$ cat src/rtl/tz_clock_counter.sv
// ============================================================================
// Module   : tz_clock_counter
// Purpose  : GMT time-of-day counter with prescaled 1 s tick, field set and
//            saturating whole-hour timezone offset producing local time.
// Revision : 1.0 - initial release
// ============================================================================
`default_nettype none

module tz_clock_counter #(
    parameter int TICK_DIV   = 50_000_000,
    parameter int RESET_HOUR = 15,
    parameter int TZ_RESET   = 9,
    parameter int TZ_MIN     = -12,
    parameter int TZ_MAX     = 14
) (
    input  logic        RESETN,
    input  logic        CLK,
    input  logic        RUN,
    input  logic        SET_EN,
    input  logic [1:0]  SET_SEL,
    input  logic [5:0]  SET_VAL,
    input  logic        TZ_INC,
    input  logic        TZ_DEC,
    output logic [17:0] GMT_DATA,
    output logic [17:0] LOCAL_DATA,
    output logic [4:0]  TZ_OFFSET,
    output logic        SEC_PULSE,
    output logic        DAY_ROLL,
    output logic        SET_ERR
);

    localparam int PW = (TICK_DIV > 1) ? $clog2(TICK_DIV) : 1;
    localparam logic [PW-1:0]     c_PRESC_LAST  = PW'(TICK_DIV - 1);
    localparam logic [5:0]        c_RESET_HOUR  = 6'(RESET_HOUR);
    localparam logic [5:0]        c_RESET_LOCAL = 6'((((RESET_HOUR + TZ_RESET) % 24) + 24) % 24);
    localparam logic signed [4:0] c_TZ_RESET    = 5'(TZ_RESET);
    localparam logic signed [4:0] c_TZ_MIN      = 5'(TZ_MIN);
    localparam logic signed [4:0] c_TZ_MAX      = 5'(TZ_MAX);

    // Operand ranges keep the sum within -24..47, so one correction suffices.
    function automatic logic [5:0] f_mod24(input logic signed [6:0] v);
        logic signed [6:0] r;
        r = v;
        if (v < 7'sd0) begin
            r = v + 7'sd24;
        end else if (v >= 7'sd24) begin
            r = v - 7'sd24;
        end
        return 6'(r);
    endfunction

    logic [PW-1:0]     presc_q, presc_d;
    logic [5:0]        sec_q, sec_d, min_q, min_d, hour_q, hour_d;
    logic signed [4:0] tz_q, tz_d;
    logic [5:0]        loc_hour_q, loc_hour_d, loc_min_q, loc_min_d, loc_sec_q, loc_sec_d;
    logic              sec_pulse_q, sec_pulse_d;
    logic              day_roll_q, day_roll_d;
    logic              set_err_q, set_err_d;

    logic              w_tick;
    logic              w_set_ok;
    logic signed [6:0] w_tz_ext;
    logic signed [6:0] w_set_val_ext;
    logic signed [6:0] w_hour_ext;

    assign w_tick        = RUN && (presc_q == c_PRESC_LAST);
    assign w_tz_ext      = {{2{tz_q[4]}}, tz_q};
    assign w_set_val_ext = {1'b0, SET_VAL};
    assign w_hour_ext    = {1'b0, hour_q};

    always_comb begin
        case (SET_SEL)
            2'd0, 2'd1: w_set_ok = (SET_VAL <= 6'd59);
            2'd2:       w_set_ok = (SET_VAL <= 6'd23);
            default:    w_set_ok = 1'b0;
        endcase
    end

    always_comb begin
        presc_d     = presc_q;
        sec_d       = sec_q;
        min_d       = min_q;
        hour_d      = hour_q;
        sec_pulse_d = 1'b0;
        day_roll_d  = 1'b0;
        set_err_d   = 1'b0;

        if (SET_EN) begin
            presc_d = '0;
            if (w_set_ok) begin
                case (SET_SEL)
                    2'd0:    sec_d  = SET_VAL;
                    2'd1:    min_d  = SET_VAL;
                    default: hour_d = f_mod24(w_set_val_ext - w_tz_ext);
                endcase
            end else begin
                set_err_d = 1'b1;
            end
        end else if (!RUN) begin
            presc_d = '0;
        end else if (w_tick) begin
            presc_d     = '0;
            sec_pulse_d = 1'b1;
            sec_d       = (sec_q == 6'd59) ? 6'd0 : sec_q + 6'd1;
            if (sec_q == 6'd59) begin
                min_d = (min_q == 6'd59) ? 6'd0 : min_q + 6'd1;
                if (min_q == 6'd59) begin
                    hour_d     = (hour_q == 6'd23) ? 6'd0 : hour_q + 6'd1;
                    day_roll_d = (hour_q == 6'd23);
                end
            end
        end else begin
            presc_d = presc_q + PW'(1);
        end
    end

    always_comb begin
        tz_d = tz_q;
        if (TZ_INC && !TZ_DEC && (tz_q < c_TZ_MAX)) begin
            tz_d = tz_q + 5'sd1;
        end else if (TZ_DEC && !TZ_INC && (tz_q > c_TZ_MIN)) begin
            tz_d = tz_q - 5'sd1;
        end
    end

    // Local time samples the current GMT and offset, giving a one-cycle lag.
    always_comb begin
        loc_hour_d = f_mod24(w_hour_ext + w_tz_ext);
        loc_min_d  = min_q;
        loc_sec_d  = sec_q;
    end

    always_ff @(posedge CLK or negedge RESETN) begin
        if (!RESETN) begin
            presc_q     <= '0;
            sec_q       <= 6'd0;
            min_q       <= 6'd0;
            hour_q      <= c_RESET_HOUR;
            tz_q        <= c_TZ_RESET;
            loc_hour_q  <= c_RESET_LOCAL;
            loc_min_q   <= 6'd0;
            loc_sec_q   <= 6'd0;
            sec_pulse_q <= 1'b0;
            day_roll_q  <= 1'b0;
            set_err_q   <= 1'b0;
        end else begin
            presc_q     <= presc_d;
            sec_q       <= sec_d;
            min_q       <= min_d;
            hour_q      <= hour_d;
            tz_q        <= tz_d;
            loc_hour_q  <= loc_hour_d;
            loc_min_q   <= loc_min_d;
            loc_sec_q   <= loc_sec_d;
            sec_pulse_q <= sec_pulse_d;
            day_roll_q  <= day_roll_d;
            set_err_q   <= set_err_d;
        end
    end

    assign GMT_DATA   = {hour_q, min_q, sec_q};
    assign LOCAL_DATA = {loc_hour_q, loc_min_q, loc_sec_q};
    assign TZ_OFFSET  = tz_q;
    assign SEC_PULSE  = sec_pulse_q;
    assign DAY_ROLL   = day_roll_q;
    assign SET_ERR    = set_err_q;

endmodule

`default_nettype wire

$ cat config.mk
export PLATFORM = sky130hd
export DESIGN_NAME = tz_clock_counter
export DESIGN_NICKNAME = d
export VERILOG_FILES = /design/src/rtl/tz_clock_counter.sv
export SDC_FILE = /design/constraint.sdc
export NUM_CORES = 1
export LEC_CHECK = 0
export CAP_MARGIN = 40
export CORE_ASPECT_RATIO = 0.5
export CORE_MARGIN = 2
export CORE_UTILIZATION = 45
export DETAILED_ROUTE_END_ITERATION = 16
export DONT_BUFFER_PORTS = 1
export GPL_TIMING_DRIVEN = 0
export SLEW_MARGIN = 40
export SYNTH_ARGS = -nofsm -noshare
export SYNTH_HDL_FRONTEND = slang
export SYNTH_SLANG_ARGS = --single-unit
$ cat constraint.sdc
create_clock -name CLK -period 3.95 [get_ports CLK]
set_clock_uncertainty 0.15 [all_clocks]
set_input_delay 0.79 -clock CLK [delete_from_list [all_inputs] [get_ports CLK]]
set_output_delay 0.79 -clock CLK [all_outputs]
set_load 0.03 [all_outputs]
; ---- Word level (Yosys, flattened, before mapping)
; Cells that the tools add are included.
; Widths: inputs -> output; s select.
[op_classes]
add_sub_neg = 12
magnitude_cmp = 8
n_eq_ne = 10
muxes = 41
n_reduce_logical = 17
[op_table]
columns = cell, n
row1 = $mux 6, 25
row2 = $mux 26, 3
row3 = $add 26x1->26 const B, 1
row4 = $eq 26x26->1 const B, 1
row5 = $add 6x1->6 const B, 3
row6 = $ge 7x6->1 const B, 2
row7 = $lt 7x1->1 const B, 2
row8 = $add 6x6->6 const B, 2
row9 = $eq 6x6->1 const B, 2
row10 = $sub 6x6->6 const B, 2
row11 = $mux 1, 10
row12 = $mux 5, 2
row13 = $reduce_bool 2->1, 5
row14 = $add 7x5->7, 1
row15 = $sub 7x5->7, 1
row16 = $eq 6x5->1 const B, 1
row17 = $le 6x5->1 const B, 1
row18 = $le 6x6->1 const B, 1
row19 = $ne 2x1->1 const B, 3
row20 = $reduce_and 6->1, 1
row21 = $add 5x2->5 const B, 1
row22 = $gt 5x5->1 const B, 1
row23 = $logic_and 1x1->1, 5
row24 = $lt 5x5->1 const B, 1
row25 = other kinds (10), 11
[word_totals]
reg_bits = 70

; ---- Longest topological paths before layout
[logic_depth]
ltp_word = 7
mapped_depth = 12
depth_no_buf = 12

; ---- Least setup slack after synthesis
; Ideal clock, no wire load.
[synth_timing]
kind = in2reg
start = in SET_VAL[0]
end = reg hour_q[5]
t_arrival_ns = 2.765
required_ns = 3.717
setup_slack_ns = 0.952
stages = 12
path_buffers = 0
path_cell_list = inv_1 ha_1 fa_1 nand2b_1 o2bb2ai_1 xnor2_1 inv_1 ha_1 xor2_1 nor2_1 a21oi_1 o21ai_0
[synth_via]
elab_chain_len = 7
word_cells_on_any_way = 15
[synth_lines]
columns = item, line
row1 = from (decl), 21  ; input logic [5:0] SET_VAL,
row2 = $sub 7x5->7, 94  ; default: hour_d = f_mod24(w_set_val_ext - w_tz_ext);
row3 = $sub 6x6->6 / $ge 7x6->1 (equally long branches), "47, 46"
row4 = $mux 6, 46  ; end else if (v >= 7'sd24) begin
row5 = $mux 6, 44  ; if (v < 7'sd0) begin
row6 = $mux 6, 91  ; case (SET_SEL)
row7 = $mux 6, 90  ; if (w_set_ok) begin
row8 = $mux 6, 88  ; if (SET_EN) begin
row9 = to (signal assigned), 138  ; hour_q <= c_RESET_HOUR;
row10 = to (signal assigned), 150  ; hour_q <= hour_d;
row11 = to (decl), 53  ; logic [5:0] sec_q, sec_d, min_q, min_d, hour_q, hour_d;
; Parallel ways exist; a longest one is shown, timed or not. The select of a mux whose other input is x is not followed.
; A chain may end at the register's enable or synchronous reset.

; ---- Worst setup path after layout
[layout_timing]
start = reg tz_q[4], in the netlist TZ_OFFSET[4]
end = reg hour_q[5]
[layout_via]
elab_chain_len = 7
word_cells_on_any_way = 10
[layout_lines]
columns = item, line
row1 = from (decl), 54  ; logic signed [4:0] tz_q, tz_d;
row2 = from (signal assigned), 139  ; tz_q <= c_TZ_RESET;
row3 = from (signal assigned), 151  ; tz_q <= tz_d;
row4 = $sub 7x5->7 (*), 94
row5 = $sub 6x6->6 / $ge 7x6->1 (equally long branches), "47, 46"
row6 = $mux 6, 46
row7 = $mux 6 (*), 44
row8 = $mux 6 (*), 91
row9 = $mux 6 (*), 90
row10 = $mux 6 (*), 88
; Every way passes the cells marked *; elsewhere a longest branch is shown, timed or not. The select of a mux whose other input is x is not followed.

==> run summary <==
Chip Height: 70.9 um
Share of layout cells above drive strength 1: 7.40%
Post-route setup TNS: 0 ns
Ratio of final minimum period to clock period: 79.2%
Area growth syn-to-layout: 11.7%
First drt pass iteration count: 4
FF+latch count, synth: 70
FFs w/ async S/R, synth: 100%
Detailed placer's ending HPWL: 6330 um
Setup Fix Bufs, Post-CTS: 0
Total global-route track usage: 20.4%
Final core occ: 51.7%
Vias in the first global route: 3,009
Arr. time, crit path: 3.19 ns
CP Launch Point: TZ_OFFSET[4]$_DFFE_PN0P_
Final std cell area, no fill: 4500 um2
Worst ir drop on vdd: 0.000637 V
Reg2reg start: TZ_OFFSET[4]$_DFFE_PN0P_
Mux cell area share after synthesis: 2.39%
DRT iter0 DRCs: 203
Core box area: 8710 um2
Number of synthesized flops with an enable pin: 0
Placed Area: 4180 um2
DR WL/cell: 16.0 um
Post-DRT Antenna Nets: 0
Clock slew at reported path FFs: 0.06 ns
Mapped Cells: 429
Simple-gate share of the synthesized area: 21.2%
Hold Path Class: input port to asynchronous set/reset pin
Max-cap violations: 0
Maximum clock path buffer count: 2
Hold_buf cts: 1
Total CTS buffers: 9
Die area: 9780 um2
Initial Utilization: 46.3%
Global route total overflow: 0
Syn Nets: 470
Vias per cell: 5.48
Initial antenna violation count: 0
Largest net degree at the start of global routing: 65
CP Class: flip-flop to flip-flop
Clock sink count: 70
RSZ-0062 raised after global routing: false
# setup viols final: 0
Post-Synth Adder-Cell Area: 8.94%
H-tree Lvls: 3
Post-route insts no fill: 563
Final nets: 482
Unique masters post-synth: 57
Yosys warns: 0
Final hold vios: 0
PortBufs: 0
First-pass GRT wire length: 15,000 um
I/O pins: 58
TritonCTS clock tree: done
Critical Path RT: 4.01 ns
Diodes inserted: 0
Clock latency on the worst-skew pair: 0.34 ns
DR DRC count: 0
Ys flop type: dfrtp_1
Synth Area in XOR/XNOR: 7.39%
Worst Tran Pin Value: 0.711 ns
Syn avg cell area: 9.40 um2
Seq/Total Area, Yosys: 43.6%
GP Congestion: 0.846
Clock Tree Root: clkbuf_16
Dpl cells: 546
Synthesized area: 4030 um2
Startpoint Class: flip-flop
Fillers: 828
Max-slew headroom: 52.1%
Largest family of logic cells by synthesized area: simple AND/OR/NAND/NOR gates
Max-slew violations: 0
Die W: 138 um
Pwr dens: 793 nW/um2
Row count: 24
Outcome: finished clean
Static leakage: 1.92 nW
# resized after CTS: 0
Min Tclk post-route: 3.13 ns
Critical Path End Type: flip-flop
Peak Freq: 320 MHz
Compound-Gate Fraction of Synth Area: 13.7%
CP max FO: 6
Via count: 3,085
Total Wirelength: 9030 um
-- path summary, 6_finish.rpt --
check	slack (ns)	to	cells past startpoint
worst max-delay path	0.82	hour_q[5]$_DFFE_PN0P_	10
worst min register to register	0.37	presc_q[0]$_DFF_PN0_	1
worst min-delay path	0.14	TZ_OFFSET[3]$_DFFE_PN1P_	0
max in group asynchronous	3.19	presc_q[15]$_DFF_PN0_	1
worst max register to register	0.82	hour_q[5]$_DFFE_PN0P_	10
min in group CLK	0.37	presc_q[0]$_DFF_PN0_	1
-- flip-flops by register name (all words and copies together), names as in the netlist, 5 cells and up --
signal / count
TZ_OFFSET: 5
presc_q: 26
loc_hour_q: 6
loc_sec_d: 6
loc_min_d: 6
loc_min_q: 6
hour_q: 6
loc_sec_q: 6
-- critical path, cell delays in order, from the launching register on --
cell      delay (ns)
dfrtp_1         0.55
clkbuf_1        0.37
inv_1           0.17
ha_1            0.35
inv_1           0.07
or3_1           0.37
o211ai_1        0.41
nand4b_1        0.17
o21ai_0         0.09
a21oi_1         0.19
o21ai_0         0.11
-- metrics by stage --
step           hold WS (ns)  total power, mW  worst slack, ns
5_1_grt               0.119             3.90            0.481
3_5_place_dp          0.347             2.76            0.638
4_1_cts               0.128             3.61            0.810
6_report              0.140             3.57            0.820
3_3_place_gp          0.347             2.73            0.643
2_1_floorplan         0.326             2.47            0.952
-- where the power goes --
part           switching [mW]  internal, mW
clock network           0.320         0.490
logic                   0.775         0.605
registers               0.494         0.890
total                    1.59          1.98
-- per-layer routing --
| metal | global-route usage (%) | up-vias | routed length, um |
|---|---|---|---|
| met4 | 4.76 | 0 | 69 |
| met5 | 0 | - | 0 |
| li1 | - | 1558 | - |
| met1 | 27.1 | 1466 | 4360 |
| met2 | 31.5 | 55 | 4210 |
| met3 | 8.10 | 6 | 387 |
-- cell type report --
class | count | area [um2] | share of cell area (%)
Multi-Input combinational cell | 330 | 2160 | 48.0
Clock buffer | 9 | 225 | 5.00
Buffer | 6 | 22.5 | 0.500
Timing Repair Buffer | 1 | 27.5 | 0.611
Inverter | 23 | 86.3 | 1.92
Tap cell | 117 | 146 | 3.25
Sequential cell | 70 | 1760 | 39.1
Clock inverter | 7 | 73.8 | 1.64
-- synthesized netlist by cell type (all sizes together) (4+ instances only) --
| master | count | area share (%) |
|---|---|---|
| ha | 24 | 7.4 |
| nor2 | 54 | 5.1 |
| inv | 23 | 2.1 |
| xnor2 | 17 | 3.7 |
| mux2 | 5 | 1.4 |
| nand3 | 26 | 3.2 |
| clkbuf | 5 | 0.47 |
| dfrtp | 64 | 40 |
| nand4 | 5 | 0.93 |
| mux2i | 4 | 0.99 |
| a21oi | 21 | 2.6 |
| or3 | 4 | 0.62 |
| and3 | 10 | 1.6 |
| nor4 | 4 | 0.62 |
| dfstp | 6 | 3.9 |
| nor2b | 5 | 0.78 |
| o21ai | 31 | 3.9 |
| a31oi | 6 | 0.93 |
| nand2 | 30 | 2.8 |
| xor2 | 17 | 3.7 |
| nor3 | 17 | 2.5 |
| a21o | 5 | 0.93 |
-- kinds of logic after synthesis --
family,Yosys count
mux,9
simple gates,172
xor+xnor,34
flops,70
buf+inv,29
fa+ha+maj,27
compound gates,88
-- cell usage in the layout (no fill, tap or decap), types with 3 or more instances in the layout --
master     Yosys  final
clkbuf_16      0      9
inv_1         23     23
o21ai_0       25     25
xnor2_1       17     17
nand2b_1       3      3
nor3_1        14     14
clkbuf_1       5      5
nand2_1       30     30
fa_1           3      3
mux2_1         3      3
nor2_1        53     53
and3_1        10     10
dfrtp_1       64     64
a221oi_1       3      3
nand4_1        4      4
o311ai_1       3      3
nor4_1         4      4
o21ai_1        5      5
or3_1          4      4
a21oi_1       21     21
mux2i_1        4      4
a31oi_1        6      6
dfstp_2        6      6
nor3_2         3      3
ha_1          24     24
a21o_1         5      5
nand3_1       26     26
and2_1         3      3
nor2b_1        5      5
xor2_1        17     17
Power figures use the tool's default switching activity.
